[src/rtl/bcd2bin_seq.sv]
// rtl/bcd2bin_seq.sv - sequential BCD-to-binary converter (reverse double-dabble)
module bcd2bin_seq #(
    parameter int DIGITS = 3,
    parameter int BIN_W  = 10
) (
    input  logic                  clk,
    input  logic                  rst,
    input  logic                  start,
    input  logic [4*DIGITS-1:0]   bcd_in,
    output logic                  ready,
    output logic                  busy,
    output logic                  done,
    output logic [BIN_W-1:0]      bin_out,
    output logic                  err
);

    localparam int BCD_W = 4 * DIGITS;
    localparam int CNT_W = (BIN_W > 1) ? $clog2(BIN_W) : 1;

    function automatic longint pow10(input int n);
        longint p;
        p = 1;
        for (int i = 0; i < n; i++) p = p * 10;
        return p;
    endfunction

    generate
        if ((longint'(1) << BIN_W) <= pow10(DIGITS) - 1) begin : g_width_check
            $error("bcd2bin_seq: BIN_W too narrow for DIGITS");
        end
    endgenerate

    typedef enum logic [1:0] {IDLE, CONV, FIN} state_t;

    state_t             state, state_nxt;
    logic [BCD_W-1:0]   bcd_sr, bcd_shift, bcd_step;
    logic [BIN_W-1:0]   bin_sr, bin_step;
    logic [CNT_W-1:0]   cnt;
    logic               bad, in_bad, last_step;

    assign last_step = (cnt == CNT_W'(BIN_W - 1));

    // One shift step, then pull 3 out of any BCD nibble that landed at >= 8.
    always_comb begin
        bcd_shift = {1'b0, bcd_sr[BCD_W-1:1]};
        bin_step  = {bcd_sr[0], bin_sr[BIN_W-1:1]};
        bcd_step  = bcd_shift;
        for (int i = 0; i < DIGITS; i++) begin
            if (bcd_shift[4*i +: 4] >= 4'd8)
                bcd_step[4*i +: 4] = bcd_shift[4*i +: 4] - 4'd3;
        end
    end

    always_comb begin
        in_bad = 1'b0;
        for (int i = 0; i < DIGITS; i++) begin
            if (bcd_in[4*i +: 4] > 4'd9) in_bad = 1'b1;
        end
    end

    always_ff @(posedge clk) begin
        if (rst) state <= IDLE;
        else     state <= state_nxt;
    end

    always_comb begin
        state_nxt = state;
        case (state)
            IDLE:    if (start) state_nxt = CONV;
            CONV:    if (last_step) state_nxt = FIN;
            FIN:     state_nxt = IDLE;
            default: state_nxt = IDLE;
        endcase
    end

    assign ready = (state == IDLE);
    assign busy  = (state == CONV) || (state == FIN);
    assign done  = (state == FIN);

    // Result is registered on the final shift so it is already valid while done is high.
    always_ff @(posedge clk) begin
        if (rst) begin
            bcd_sr  <= '0;
            bin_sr  <= '0;
            cnt     <= '0;
            bad     <= 1'b0;
            bin_out <= '0;
            err     <= 1'b0;
        end else begin
            case (state)
                IDLE: begin
                    if (start) begin
                        bcd_sr <= bcd_in;
                        bin_sr <= '0;
                        cnt    <= '0;
                        bad    <= in_bad;
                    end
                end
                CONV: begin
                    bcd_sr <= bcd_step;
                    bin_sr <= bin_step;
                    cnt    <= cnt + CNT_W'(1);
                    if (last_step) begin
                        bin_out <= bad ? '0 : bin_step;
                        err     <= bad;
                    end
                end
                default: ;
            endcase
        end
    end

endmodule

[config.mk]
export PLATFORM = sky130hd
export DESIGN_NAME = bcd2bin_seq
export DESIGN_NICKNAME = d
export VERILOG_FILES = /design/src/rtl/bcd2bin_seq.sv
export SDC_FILE = /design/constraint.sdc
export NUM_CORES = 1
export LEC_CHECK = 0
export CAP_MARGIN = 10
export CORE_ASPECT_RATIO = 0.6
export CORE_MARGIN = 5
export CORE_UTILIZATION = 56
export CTS_BUF_LIST = sky130_fd_sc_hd__clkbuf_4
export DETAILED_ROUTE_END_ITERATION = 10
export HOLD_SLACK_MARGIN = 0.08
export PLACE_DENSITY = 0.87
export SLEW_MARGIN = 25
export SYNTH_ARGS = -nofsm -noshare
export SYNTH_HDL_FRONTEND = slang
export SYNTH_SLANG_ARGS = --single-unit
export TNS_END_PERCENT = 10
[constraint.sdc]
create_clock -name clk -period 1.8 [get_ports clk]
set_clock_uncertainty 0.1 [all_clocks]
set_input_delay 0.36 -clock clk [delete_from_list [all_inputs] [get_ports clk]]
set_output_delay 0.36 -clock clk [all_outputs]
set_load 0.02 [all_outputs]
==> load_flow_metrics.sql <==
INSERT INTO impl_metrics (metric_group, metric, value, unit) VALUES
('outcome', 'status', 'finished clean', ''),
('timing', 'timing.setup.tns', '0', 'ns'),
('routing', 'final_antenna_net_count', '0', ''),
('timing', 'report.final.hold_viol_count', '0', ''),
('power_and_ir_drop', 'vdd.ir_drop.worst', '484.2', 'uV'),
('routing', 'drtIter0Drc', '118', ''),
('floorplan', 'io-pin-count', '29', ''),
('timing', 'final_report_setup_violation_count', '0', ''),
('finish', 'layout.cells.most_common', 'sky130_fd_sc_hd__dfxtp_1', ''),
('timing', 'min_period', '1.734', 'ns'),
('critical_path', 'path_max_fanout', '9', ''),
('yosys', 'post_synth_inst_count', '239', ''),
('cts', 'cts_root_buf', 'sky130_fd_sc_hd__clkbuf_4', ''),
('finish', 'syn2layout_area_growth', '22.76', '%'),
('cts', 'worst_setup_hold_path_clk_slew', '0.12', 'ns'),
('critical_path', 'timing.critical_path.max_delay_family', 'buffers and inverters', ''),
('critical_path', 'critical-path-top-cell-by-count', 'sky130_fd_sc_hd__buf_4', ''),
('routing', 'dr_total_vias', '1782', ''),
('routing', 'detail_route.drc_violations', '0', ''),
('grt', 'global_route_wire_length_before_repair', '7728', 'um'),
('finish', 'final_nets', '297', ''),
('place', 'port_buffers', '28', ''),
('critical_path', 'worstSetupEndpointType', 'flip-flop', ''),
('grt', 'pin_count_of_the_biggest_net_entering_global_routing', '40', ''),
('floorplan', 'floorplan.core_area', '0.003595', 'mm^2'),
('finish', 'mostFrequentLayoutCells', 'sky130_fd_sc_hd__dfxtp_1 (38), sky130_fd_sc_hd__nor2_1 (35), sky130_fd_sc_hd__nand2_1 (24), sky130_fd_sc_hd__a21oi_1 (24), sky130_fd_sc_hd__clkdlybuf4s50_1 (14)', ''),
('min_path', 'hold_wc_path_type', 'reg -> reg', ''),
('place', 'dp_hpwl', '3241', 'um'),
('finish', 'fillerInstances', '283', ''),
('routing', 'drt-total-wl', '4547', 'um'),
('place', 'setup_slack_at_placement', '-0.04215', 'ns'),
('yosys', 'ys_types', '40', ''),
('yosys', 'yosysSeqAreaShare', '38.28', '%'),
('cts', 'cts_setup_buffers', '0', ''),
('grt', 'number_of_antenna_violations_at_the_first_check_in_global_routing', '0', ''),
('yosys', 'netlist_area', '0.002039', 'mm^2'),
('place', 'gp_routability_congestion', '0.8868', ''),
('cts', 'htreeDepth', '2', ''),
('timing', 'final_max_slew_viol_count', '0', ''),
('timing', 'max-slew-margin-rel', '77.45', '%'),
('cts', 'clock_sinks', '39', ''),
('critical_path', 'critical_path_buf_inv_count', '3', ''),
('timing', 'finalHoldWorstSlack', '0.3563', 'ns'),
('critical_path', 'timing.critical_path.cells', 'inv_1, ha_1, buf_4, mux2i_2, buf_4, a211oi_1, a21oi_1, nor2_1', ''),
('grt', 'track_usage', '19.97', '%'),
('power_and_ir_drop', 'power_density', '721.7', 'mW/mm^2'),
('critical_path', 'slowest_cell_on_the_critical_path', 'sky130_fd_sc_hd__dfxtp_1', ''),
('finish', 'antenna_cells', '0', ''),
('floorplan', 'initial_core_util', '56.74', '%'),
('timing', 'max_freq', '576.8', 'MHz'),
('critical_path', 'start_kind', 'flip-flop', ''),
('routing', 'via_per_inst', '5.551', ''),
('power_and_ir_drop', 'power.static_leakage', '0.001096', 'uW'),
('floorplan', 'die_width', '87.91', 'um'),
('floorplan', 'area_of_the_die', '0.004988', 'mm^2'),
('finish', 'layout.core_utilization', '69.65', '%'),
('job', 'drv.max_cap_violation_count', '0', ''),
('place', 'dpl_cell_area', '0.002419', 'mm^2'),
('critical_path', 'critPathRequiredTime', '2.00', 'ns'),
('grt', 'grt.overflow.total', '0', ''),
('yosys', 'synth_warn', '0', ''),
('cts', 'cts_hold_buf', '0', ''),
('timing', 'final.period_utilization', '96.31', '%'),
('grt', 'grt_pass1_vias', '1654', ''),
('floorplan', 'dieHeight', '56.75', 'um'),
('timing', 'worst_margin_slew', '0.3378', 'ns'),
('finish', 'post-route-cell-area', '0.002504', 'mm^2'),
('floorplan', 'rows', '17', ''),
('cts', 'clk_latency', '0.36', 'ns'),
('timing', 'rsz0062_at_grt', 'false', ''),
('critical_path', 'worst-setup-path-type', 'reg -> reg', '');
[state kept, by name, indices dropped and copies added, names as in the netlist]
register and count:
bcd_sr 12, bin_out 10, bin_sr 9, cnt 4, state 2, bad 1
err 1
[logic make-up (layout without fill, tap and decap cells)]
group | Yosys count | count (layout) | synth area share, %
flops | 39 | 39 | 38.28
xor+xnor | 4 | 4 | 1.718
compound gates | 56 | 56 | 18.10
simple gates | 90 | 90 | 21.53
fa+ha+maj | 9 | 9 | 5.522
buf+inv | 26 | 61 | 7.239
mux | 15 | 15 | 7.607
[synth_stat cells]
master	n	area (um^2)
sky130_fd_sc_hd__a2111o_1	1	11.26
sky130_fd_sc_hd__a21oi_2	1	8.760
sky130_fd_sc_hd__xnor2_1	4	35.03
sky130_fd_sc_hd__o32ai_1	2	17.52
sky130_fd_sc_hd__o211ai_1	2	15.01
sky130_fd_sc_hd__inv_1	8	30.03
sky130_fd_sc_hd__mux2i_1	13	130.1
sky130_fd_sc_hd__mux2i_2	1	13.76
sky130_fd_sc_hd__nor2_1	35	131.4
sky130_fd_sc_hd__nand2b_1	1	6.260
sky130_fd_sc_hd__nand3_1	3	15.01
sky130_fd_sc_hd__a21oi_1	24	120.1
sky130_fd_sc_hd__a221oi_1	9	78.83
sky130_fd_sc_hd__buf_4	2	15.01
sky130_fd_sc_hd__inv_2	2	7.510
sky130_fd_sc_hd__nor2b_2	1	8.760
sky130_fd_sc_hd__nor2_4	1	11.26
sky130_fd_sc_hd__nand3b_1	12	90.09
sky130_fd_sc_hd__and2b_1	1	7.510
sky130_fd_sc_hd__dfxtp_1	39	780.8
sky130_fd_sc_hd__clkbuf_1	5	18.77
sky130_fd_sc_hd__mux2_2	1	11.26
sky130_fd_sc_hd__nor3_1	5	25.02
sky130_fd_sc_hd__nand2_1	25	93.84
sky130_fd_sc_hd__o22ai_1	1	6.260
sky130_fd_sc_hd__o21ai_1	2	10.01
sky130_fd_sc_hd__o21ai_0	3	15.01
sky130_fd_sc_hd__and2b_4	1	10.01
sky130_fd_sc_hd__buf_6	5	56.30
sky130_fd_sc_hd__nor2b_1	1	6.260
sky130_fd_sc_hd__nor2_2	1	6.260
sky130_fd_sc_hd__nand2_2	1	6.260
sky130_fd_sc_hd__a211oi_1	6	45.04
sky130_fd_sc_hd__a2bb2oi_1	2	17.52
sky130_fd_sc_hd__nor3b_2	1	12.51
sky130_fd_sc_hd__buf_2	4	20.02
sky130_fd_sc_hd__a211o_1	2	17.52
sky130_fd_sc_hd__a31oi_1	1	6.260
sky130_fd_sc_hd__ha_1	9	112.6
sky130_fd_sc_hd__and3b_1	1	8.760
[cell type report]
cell class              instances  area [um^2]  share of cell area, %
repair buffers                 43        447.9                  17.89
clock inverters                 1        5.005                 0.1999
flip-flops and latches         39        782.0                  31.23
multi-input cells             174         1120                  44.73
well taps                      47        58.81                  2.349
clock buffers                   7        52.55                  2.099
inverters                      10        37.54                  1.499
[metrics by stage]
step,std cells,total power [uW]
2_1_floorplan,239,1225
3_3_place_gp,313,1336
3_5_place_dp,313,1348
4_1_cts,321,1814
5_1_grt,321,1894
6_report,321,1807
[timing repair]
action	CTS	global route
gates resized for setup	6	17
endpoints found under the setup margin	3	22
cloned	0	0
[worst register-to-register path: stages, from the launching register on]
cell and delay, ns:
sky130_fd_sc_hd__dfxtp_1 0.36, sky130_fd_sc_hd__inv_1 0.07, sky130_fd_sc_hd__ha_1 0.19, sky130_fd_sc_hd__buf_4 0.17
sky130_fd_sc_hd__mux2i_2 0.17, sky130_fd_sc_hd__buf_4 0.17, sky130_fd_sc_hd__a211oi_1 0.28, sky130_fd_sc_hd__a21oi_1 0.08
sky130_fd_sc_hd__nor2_1 0.09
[path summary, 6_finish.rpt]
kind,from,to,slack [ns],depth (start not counted)
hold / removal,bin_out[6],bin_out[6],0.36,2
setup / recovery,state[1],bcd_sr[4],0.07,8
setup reg to reg,state[1],bcd_sr[4],0.07,8
hold reg to reg,bin_out[6],bin_out[6],0.36,2
[power breakdown]
group          switching [uW]  total (uW)  internal, uW
logic                     201         389           189
registers                41.8         943           901
clock network             292         475           183
[layer usage]
layer / GRT usage, % / vias up / share of wire (%)
met3: 4.985 / 7 / 6.5
li1: - / 908 / -
met4: 8.534 / 0 / 1.7
met1: 28.06 / 820 / 49
met2: 28.65 / 47 / 43
met5: 0 / - / 0
Power figures use the tool's default switching activity.
